### src/rtl/fighter_pkg.sv
// ============================================================================
//  fighter_pkg
//  Shared action-state encoding, button bit indices and tuning constants.
//  Revision: 1.0
// ============================================================================
`default_nettype none

package fighter_pkg;

  typedef enum logic [2:0] {
    ST_IDLE    = 3'd0,
    ST_WALK    = 3'd1,
    ST_JUMP    = 3'd2,
    ST_WINDUP  = 3'd3,
    ST_ACTIVE  = 3'd4,
    ST_RECOVER = 3'd5,
    ST_SHIELD  = 3'd6,
    ST_HITSTUN = 3'd7
  } fighter_state_e;

  // Bit positions inside controller_inputs; bit 0 carries nothing.
  localparam int BTN_DOWN   = 1;
  localparam int BTN_RIGHT  = 2;
  localparam int BTN_UP     = 3;
  localparam int BTN_LEFT   = 4;
  localparam int BTN_ATTACK = 5;
  localparam int BTN_SHIELD = 6;

  localparam logic [9:0] X_MIN    = 10'd0;
  localparam logic [9:0] X_MAX    = 10'd608;
  localparam logic [9:0] X_RESET  = 10'd300;
  localparam logic [9:0] Y_GROUND = 10'd300;

  localparam logic [3:0] WALK_STEP = 4'd2;
  localparam logic [3:0] KNOCKBACK = 4'd4;

  localparam logic signed [7:0] JUMP_V0 = 8'sd12;
  localparam logic signed [7:0] GRAVITY = 8'sd1;

  localparam logic [2:0] WINDUP_FRAMES  = 3'd3;
  localparam logic [2:0] ACTIVE_FRAMES  = 3'd2;
  localparam logic [2:0] RECOVER_FRAMES = 3'd4;
  localparam logic [2:0] HITSTUN_FRAMES = 3'd6;

  function automatic logic [9:0] clamp_x(input logic signed [11:0] pos);
    logic [9:0] res;
    if (pos < 12'sd0) begin
      res = X_MIN;
    end else if (pos > $signed({2'b00, X_MAX})) begin
      res = X_MAX;
    end else begin
      res = pos[9:0];
    end
    return res;
  endfunction

endpackage

`default_nettype wire

### src/rtl/fighter_action_fsm_if.sv
// ============================================================================
//  fighter_action_fsm_if
//  Tick/controller/hit inputs and registered sprite/status outputs of a fighter.
//  Revision: 1.0
// ============================================================================
`default_nettype none

interface fighter_action_fsm_if;

  logic              frame_tick_i;
  logic [6:0]        controller_inputs_i;
  logic              hit_in_i;

  logic [9:0]        player_x_o;
  logic [9:0]        player_y_o;
  logic [2:0]        state_o;
  logic              attack_active_o;
  logic              shield_active_o;
  logic              facing_right_o;
  logic              hit_pending_o;
  logic signed [7:0] vy_o;

  modport master (
    output frame_tick_i, controller_inputs_i, hit_in_i,
    input  player_x_o, player_y_o, state_o, attack_active_o,
           shield_active_o, facing_right_o, hit_pending_o, vy_o
  );

  modport slave (
    input  frame_tick_i, controller_inputs_i, hit_in_i,
    output player_x_o, player_y_o, state_o, attack_active_o,
           shield_active_o, facing_right_o, hit_pending_o, vy_o
  );

endinterface

`default_nettype wire

### src/rtl/fighter_frame_timer.sv
// ============================================================================
//  fighter_frame_timer
//  Loadable, tick-enabled down counter; done_o is high while the count is zero.
//  Revision: 1.0
// ============================================================================
`default_nettype none

module fighter_frame_timer (
  input  wire logic       clk,
  input  wire logic       rst,
  input  wire logic       tick_i,
  input  wire logic       load_i,
  input  wire logic [2:0] load_val_i,
  output logic            done_o
);

  logic [2:0] count_q;

  always_ff @(posedge clk) begin
    if (rst) begin
      count_q <= 3'd0;
    end else if (load_i) begin
      count_q <= load_val_i;
    end else if (tick_i && (count_q != 3'd0)) begin
      count_q <= count_q - 3'd1;
    end
  end

  assign done_o = (count_q == 3'd0);

endmodule

`default_nettype wire

### src/rtl/fighter_action_fsm.sv
// ============================================================================
//  fighter_action_fsm
//  Per-frame fighter action state machine: walk, jump, attack, shield, hitstun.
//  Revision: 1.0
// ============================================================================
`default_nettype none

module fighter_action_fsm
  import fighter_pkg::*;
(
  input  wire logic             clk,
  input  wire logic             rst,
  fighter_action_fsm_if.slave   bus
);

  localparam logic signed [11:0] STEP_S  = {8'd0, WALK_STEP};
  localparam logic signed [11:0] KNOCK_S = {8'd0, KNOCKBACK};

  fighter_state_e    state_q, state_d;
  logic [9:0]        x_q, x_d;
  logic [9:0]        y_q, y_d;
  logic signed [7:0] vy_q, vy_d;
  logic              facing_q, facing_d;
  logic              pend_q, pend_d;
  logic              attack_q, attack_d;
  logic              shield_q, shield_d;

  logic              tick;
  logic              btn_r, btn_l, btn_up, btn_atk, btn_sh;
  logic              walk_one;
  logic signed [11:0] x_ext, vy_ext, y_jump;
  logic [9:0]        x_walk, x_knock;
  logic              landing;
  logic              tmr_load;
  logic [2:0]        tmr_val;
  logic              tmr_done;
  logic              unused_btns;

  assign tick    = bus.frame_tick_i;
  assign btn_r   = bus.controller_inputs_i[BTN_RIGHT];
  assign btn_l   = bus.controller_inputs_i[BTN_LEFT];
  assign btn_up  = bus.controller_inputs_i[BTN_UP];
  assign btn_atk = bus.controller_inputs_i[BTN_ATTACK];
  assign btn_sh  = bus.controller_inputs_i[BTN_SHIELD];
  assign unused_btns = ^{bus.controller_inputs_i[BTN_DOWN], bus.controller_inputs_i[0]};

  // Horizontal candidates; left+right together cancels out.
  assign walk_one = btn_l ^ btn_r;
  assign x_ext    = $signed({2'b00, x_q});
  assign x_walk   = !walk_one ? x_q :
                    (btn_r ? clamp_x(x_ext + STEP_S) : clamp_x(x_ext - STEP_S));
  assign x_knock  = facing_q ? clamp_x(x_ext - KNOCK_S) : clamp_x(x_ext + KNOCK_S);

  assign vy_ext  = {{4{vy_q[7]}}, vy_q};
  assign y_jump  = $signed({2'b00, y_q}) - vy_ext;
  assign landing = vy_q[7] && (y_jump >= $signed({2'b00, Y_GROUND}));

  fighter_frame_timer u_timer (
    .clk        (clk),
    .rst        (rst),
    .tick_i     (tick),
    .load_i     (tmr_load),
    .load_val_i (tmr_val),
    .done_o     (tmr_done)
  );

  always_ff @(posedge clk) begin
    if (rst) begin
      state_q  <= ST_IDLE;
      x_q      <= X_RESET;
      y_q      <= Y_GROUND;
      vy_q     <= 8'sd0;
      facing_q <= 1'b1;
      pend_q   <= 1'b0;
      attack_q <= 1'b0;
      shield_q <= 1'b0;
    end else begin
      state_q  <= state_d;
      x_q      <= x_d;
      y_q      <= y_d;
      vy_q     <= vy_d;
      facing_q <= facing_d;
      pend_q   <= pend_d;
      attack_q <= attack_d;
      shield_q <= shield_d;
    end
  end

  always_comb begin
    state_d  = state_q;
    x_d      = x_q;
    y_d      = y_q;
    vy_d     = vy_q;
    facing_d = facing_q;
    pend_d   = pend_q;
    tmr_load = 1'b0;
    tmr_val  = 3'd0;

    if (tick) begin
      case (state_q)
        ST_IDLE, ST_WALK: begin
          if (pend_q) begin
            state_d  = ST_HITSTUN;
            pend_d   = 1'b0;
            x_d      = x_knock;
            tmr_load = 1'b1;
            tmr_val  = HITSTUN_FRAMES - 3'd1;
          end else if (btn_atk) begin
            state_d  = ST_WINDUP;
            tmr_load = 1'b1;
            tmr_val  = WINDUP_FRAMES - 3'd1;
          end else if (btn_sh) begin
            state_d = ST_SHIELD;
          end else if (btn_up) begin
            // Launch tick already applies the first upward step.
            state_d = ST_JUMP;
            y_d     = Y_GROUND - {2'b00, JUMP_V0};
            vy_d    = JUMP_V0 - GRAVITY;
          end else if (walk_one) begin
            state_d  = ST_WALK;
            x_d      = x_walk;
            facing_d = btn_r;
          end else begin
            state_d = ST_IDLE;
          end
        end

        ST_JUMP: begin
          x_d = x_walk;
          if (walk_one) begin
            facing_d = btn_r;
          end
          if (landing) begin
            state_d = ST_IDLE;
            y_d     = Y_GROUND;
            vy_d    = 8'sd0;
          end else begin
            y_d  = y_jump[9:0];
            vy_d = vy_q - GRAVITY;
          end
        end

        ST_WINDUP, ST_ACTIVE, ST_RECOVER: begin
          if (pend_q) begin
            state_d  = ST_HITSTUN;
            pend_d   = 1'b0;
            x_d      = x_knock;
            tmr_load = 1'b1;
            tmr_val  = HITSTUN_FRAMES - 3'd1;
          end else if (tmr_done) begin
            if (state_q == ST_WINDUP) begin
              state_d  = ST_ACTIVE;
              tmr_load = 1'b1;
              tmr_val  = ACTIVE_FRAMES - 3'd1;
            end else if (state_q == ST_ACTIVE) begin
              state_d  = ST_RECOVER;
              tmr_load = 1'b1;
              tmr_val  = RECOVER_FRAMES - 3'd1;
            end else begin
              state_d = ST_IDLE;
            end
          end
        end

        ST_SHIELD: begin
          pend_d = 1'b0;
          if (!btn_sh) begin
            state_d = ST_IDLE;
          end
        end

        ST_HITSTUN: begin
          pend_d = 1'b0;
          if (tmr_done) begin
            state_d = ST_IDLE;
          end else begin
            x_d = x_knock;
          end
        end

        default: begin
          state_d = ST_IDLE;
        end
      endcase
    end

    // A hit arriving on a tick survives that tick's consumption.
    pend_d = pend_d | bus.hit_in_i;
  end

  always_comb begin
    attack_d = (state_d == ST_ACTIVE);
    shield_d = (state_d == ST_SHIELD);
  end

  assign bus.player_x_o      = x_q;
  assign bus.player_y_o      = y_q;
  assign bus.state_o         = state_q;
  assign bus.attack_active_o = attack_q;
  assign bus.shield_active_o = shield_q;
  assign bus.facing_right_o  = facing_q;
  assign bus.hit_pending_o   = pend_q;
  assign bus.vy_o            = vy_q;

endmodule

`default_nettype wire

### src/flat_wrapper.sv
// flat-port wrapper written by rule: the top's interface ports become plain ports
module fighter_action_fsm_flat import fighter_pkg::*;
  (clk, rst, bus_frame_tick_i, bus_controller_inputs_i, bus_hit_in_i, bus_player_x_o, bus_player_y_o, bus_state_o, bus_attack_active_o, bus_shield_active_o, bus_facing_right_o, bus_hit_pending_o, bus_vy_o);
  fighter_action_fsm_if bus_i ();
  input  wire logic clk;
  input  wire logic rst;
  input wire logic [$bits(bus_i.frame_tick_i)-1:0] bus_frame_tick_i;
  input wire logic [$bits(bus_i.controller_inputs_i)-1:0] bus_controller_inputs_i;
  input wire logic [$bits(bus_i.hit_in_i)-1:0] bus_hit_in_i;
  output wire logic [$bits(bus_i.player_x_o)-1:0] bus_player_x_o;
  output wire logic [$bits(bus_i.player_y_o)-1:0] bus_player_y_o;
  output wire logic [$bits(bus_i.state_o)-1:0] bus_state_o;
  output wire logic [$bits(bus_i.attack_active_o)-1:0] bus_attack_active_o;
  output wire logic [$bits(bus_i.shield_active_o)-1:0] bus_shield_active_o;
  output wire logic [$bits(bus_i.facing_right_o)-1:0] bus_facing_right_o;
  output wire logic [$bits(bus_i.hit_pending_o)-1:0] bus_hit_pending_o;
  output wire logic [$bits(bus_i.vy_o)-1:0] bus_vy_o;
  assign bus_i.frame_tick_i = bus_frame_tick_i;
  assign bus_i.controller_inputs_i = bus_controller_inputs_i;
  assign bus_i.hit_in_i = bus_hit_in_i;
  assign bus_player_x_o = bus_i.player_x_o;
  assign bus_player_y_o = bus_i.player_y_o;
  assign bus_state_o = bus_i.state_o;
  assign bus_attack_active_o = bus_i.attack_active_o;
  assign bus_shield_active_o = bus_i.shield_active_o;
  assign bus_facing_right_o = bus_i.facing_right_o;
  assign bus_hit_pending_o = bus_i.hit_pending_o;
  assign bus_vy_o = bus_i.vy_o;
  fighter_action_fsm u_core (.clk(clk), .rst(rst), .bus(bus_i));
endmodule
### config.mk
export PLATFORM = sky130hd
export DESIGN_NAME = fighter_action_fsm_flat
export DESIGN_NICKNAME = d
export VERILOG_FILES = /design/src/rtl/fighter_pkg.sv /design/src/rtl/fighter_action_fsm_if.sv /design/src/rtl/fighter_frame_timer.sv /design/src/rtl/fighter_action_fsm.sv /design/src/flat_wrapper.sv
export SDC_FILE = /design/constraint.sdc
export NUM_CORES = 1
export LEC_CHECK = 0
export ABC_AREA = 1
export CAP_MARGIN = 5
export CORE_MARGIN = 1.5
export CORE_UTILIZATION = 47
export DETAILED_ROUTE_END_ITERATION = 16
export PLACE_DENSITY = 0.71
export SYNTH_ARGS = -nofsm -noshare
export SYNTH_HDL_FRONTEND = slang
export SYNTH_SLANG_ARGS = --single-unit
export TNS_END_PERCENT = 50
### constraint.sdc
create_clock -name clk -period 2.6 [get_ports clk]
set_input_delay 0.78 -clock clk [delete_from_list [all_inputs] [get_ports clk]]
set_output_delay 0.78 -clock clk [all_outputs]
set_load 0.05 [all_outputs]
==> impl_metrics.env <==
export IMPL_clkTransAtPathRegs_ns=0.08
export IMPL_post_synth_top_count_cell="nand2_1"
export IMPL_grt_overflow=0
export IMPL_clk_latency_ns=0.29
export IMPL_rows=31
export IMPL_cts_tree="yes"
export IMPL_powerDensity_mw_per_mm2=544
export IMPL_critical_path_top_delay_family="buffers and inverters"
export IMPL_synth_edf_count=0
export IMPL_syn2layout_area_growth_pct=22.3
export IMPL_maxSlewViolCount=0
export IMPL_p_seq_share_pct=28.8
export IMPL_synth_area_mm2=0.00364
export IMPL_vdd_drop_max_mv=0.283
export IMPL_hold_viol_final=0
export IMPL_cp_required_ns=1.82
export IMPL_antenna_found_initial=0
export IMPL_postSynthCellCount=593
export IMPL_clkPwrFrac_pct=21.5
export IMPL_period_minus_slack_ns=2.54
export IMPL_pwr_share_comb_pct=49.6
export IMPL_firstDrtPassIters=5
export IMPL_cp_max_fo=10
export IMPL_cts_resized=0
export IMPL_cts_root_buf="clkbuf_8"
export IMPL_grt_max_degree=17
export IMPL_wl_per_cell_um=14.1
export IMPL_leakage_nw=2.09
export IMPL_grt_pass1_wl_um=17500
export IMPL_synth_top_area_cell="dfxtp_1"
export IMPL_core_area_mm2=0.00737
export IMPL_worstPathCellList="clkdlybuf4s50_1"
export IMPL_track_usage_pct=25.8
export IMPL_dieHeight_um=91.0
export IMPL_fmax_mhz=393
export IMPL_synthArstFlopShare_pct=0
export IMPL_status="finished, final reports clean"
export IMPL_cp_depth=1
export IMPL_initialDrtViolationCount=334
export IMPL_port_buffers=43
export IMPL_n_antenna_cell=0
export IMPL_dieArea_mm2=0.00828
export IMPL_synth_top_area_share_pct=20.9
export IMPL_rsz0062_at_grt="false"
export IMPL_dpl_hpwl_um=8380
export IMPL_io_pins=46
export IMPL_swShare_pct=44.0
export IMPL_synth_avg_cell_area_um2=6.14
export IMPL_critPathBufInv=1
export IMPL_start_util_pct=49.4
export IMPL_wl_um=10700
export IMPL_drive_above_1_share_pct=12.6
export IMPL_die_w_um=91.0
export IMPL_first_global_vias=3642
export IMPL_holdPathStages=2
export IMPL_synth_cell_types=40
export IMPL_ant_nets=0
export IMPL_finalClockSkew_ns=0.0102
export IMPL_p_sw_w=0.00107
export IMPL_ys_seq_elements=38
export IMPL_cpMaxStageDelayCell="clkdlybuf4s50_1"
export IMPL_period_share_pct=97.8
export IMPL_cts_setup_buffers=0
export IMPL_synthTopCellsByCount="nand2_1, inv_1, nand3_1, nor2_1, a21oi_1"
export IMPL_globalplace_congestion=1.02
export IMPL_vias=4063
export IMPL_setup_violations=0
export IMPL_post_route_drc_count=0
export IMPL_final_setup_tns_ns=0
export IMPL_syn_nets=626
export IMPL_path_class="register to primary output"
export IMPL_worst_slew_pin_slew_ns=0.526
export IMPL_critPathArrivalTime_ns=1.76
export IMPL_nNetsFinal=693
export IMPL_clockBufferDepth=2
export IMPL_finalPower_w=0.00242
export IMPL_cts_made_buffers=5
export IMPL_yosys_warnings=0
export IMPL_synth_ff_type="dfxtp_1"
export IMPL_worst_hold_path_type="register to register"
export IMPL_max_slew_margin_rel_pct=64.9
export IMPL_viasPerCell=5.35
export IMPL_clock_sinks=38
export IMPL_cts_htree_levels=2
export IMPL_fillers=709
export IMPL_max_cap_viol_count=0
export IMPL_max_stage_delay_ns=0.89
export IMPL_ctsHoldBuffers=0
export IMPL_reg2reg_depth=16
export IMPL_netlist_top_cells_area="dfxtp_1, nand2_1, nand3_1"
export IMPL_synth_seq_area_share_pct=20.9
export IMPL_p_int_w=0.00135
export IMPL_end_kind="primary output"
export IMPL_startpoint_type="register"
power by group through the flow:
stage	logic, W	registers [W]	clock network, W
floorplan	0.000712	0.000842	0
global placement	0.00117	0.000710	0
detailed placement	0.00118	0.000711	0
CTS	0.00119	0.000697	0.000534
global route	0.00133	0.000707	0.000553
finish	0.00120	0.000698	0.000521
cell usage in the layout, fill, tap and decap left out, types with 2 or more instances in the layout:
| cell | netlist | routed |
|---|---|---|
| nand3b_1 | 5 | 5 |
| nand2_1 | 161 | 160 |
| buf_4 | 3 | 31 |
| xor2_1 | 23 | 23 |
| o211ai_1 | 7 | 7 |
| nand3_2 | 2 | 2 |
| nand4_1 | 11 | 11 |
| nand2_4 | 3 | 3 |
| nor2_4 | 3 | 3 |
| clkdlybuf4s50_1 | 0 | 42 |
| nand3_1 | 55 | 55 |
| o21ai_0 | 18 | 18 |
| ha_1 | 21 | 21 |
| a31oi_1 | 6 | 6 |
| inv_1 | 70 | 70 |
| nand2_2 | 13 | 14 |
| clkbuf_8 | 0 | 6 |
| nor2_2 | 9 | 9 |
| inv_2 | 7 | 7 |
| o21ai_1 | 6 | 6 |
| a22oi_1 | 2 | 2 |
| a21oi_1 | 47 | 47 |
| nor3_4 | 2 | 2 |
| clkinv_1 | 2 | 2 |
| nor2_1 | 55 | 55 |
| dfxtp_1 | 38 | 38 |
| nor3_1 | 2 | 2 |
logic make-up (layout without fill, tap and decap cells):
| family | Yosys count | in the layout | synth area share [%] |
|---|---|---|---|
| AND/OR/NAND/NOR | 324 | 324 | 40.8 |
| XOR/XNOR | 25 | 25 | 6.22 |
| adder cells (fa/ha/maj) | 22 | 22 | 7.77 |
| flip-flops | 38 | 38 | 20.9 |
| AO/OA/AOI/OAI | 91 | 91 | 13.7 |
| buffers and inverters | 93 | 160 | 10.6 |
worst paths after layout:
| check | startpoint | to | slack [ns] |
|---|---|---|---|
| worst max-delay path | u_core.bus.player_x_o[1] | bus_player_x_o[1] | 0.06 |
| worst min register to register | u_core.bus.player_y_o[7] | u_core.bus.player_y_o[7] | 0.49 |
| worst max register to register | u_core.bus.vy_o[0] | u_core.bus.player_y_o[3] | 0.16 |
| worst min-delay path | u_core.bus.player_y_o[7] | u_core.bus.player_y_o[7] | 0.49 |
through the flow:
stage | worst slack, ns | instance area (um^2) | utilization [%] | cells | hold WS (ns)
6_report | 0.0564 | 4450 | 60.4 | 759 | 0.490
5_1_grt | 0.0101 | 4450 | 60.4 | 759 | 0.511
3_5_place_dp | 0.0380 | 4330 | 58.8 | 752 | 0.479
2_1_floorplan | 0.158 | 3640 | - | 593 | 0.467
3_3_place_gp | 0.0804 | 4330 | 58.8 | 752 | 0.471
4_1_cts | 0.0594 | 4450 | 60.3 | 759 | 0.492
flip-flops by register name, summed over array words and instances, names as in the netlist:
signal / flops
u_core.bus.attack_active_o: 1
u_core.bus.facing_right_o: 1
u_core.bus.hit_pending_o: 1
u_core.bus.player_x_o: 10
u_core.bus.player_y_o: 10
u_core.bus.shield_active_o: 1
u_core.bus.state_o: 3
u_core.bus.vy_o: 8
u_core.u_timer.count_q: 3
layout make-up:
cell class,count,area [um^2],share of cell area (%)
well taps,99,124,2.78
clock buffers,6,82.6,1.86
flip-flops and latches,38,761,17.1
inverters,80,303,6.81
clock inverters,1,30.0,0.675
multi-input cells,462,2500,56.1
repair buffers,73,653,14.7
per-layer routing:
layer	vias to the layer above	global-route usage (%)	part of all wire [%]
met3	25	3.43	6.6
met4	0	8.33	2.4
met2	169	39.3	43
met5	-	0	0
li1	2062	-	-
met1	1807	37.3	48
(Power assumes the default switching activity.)
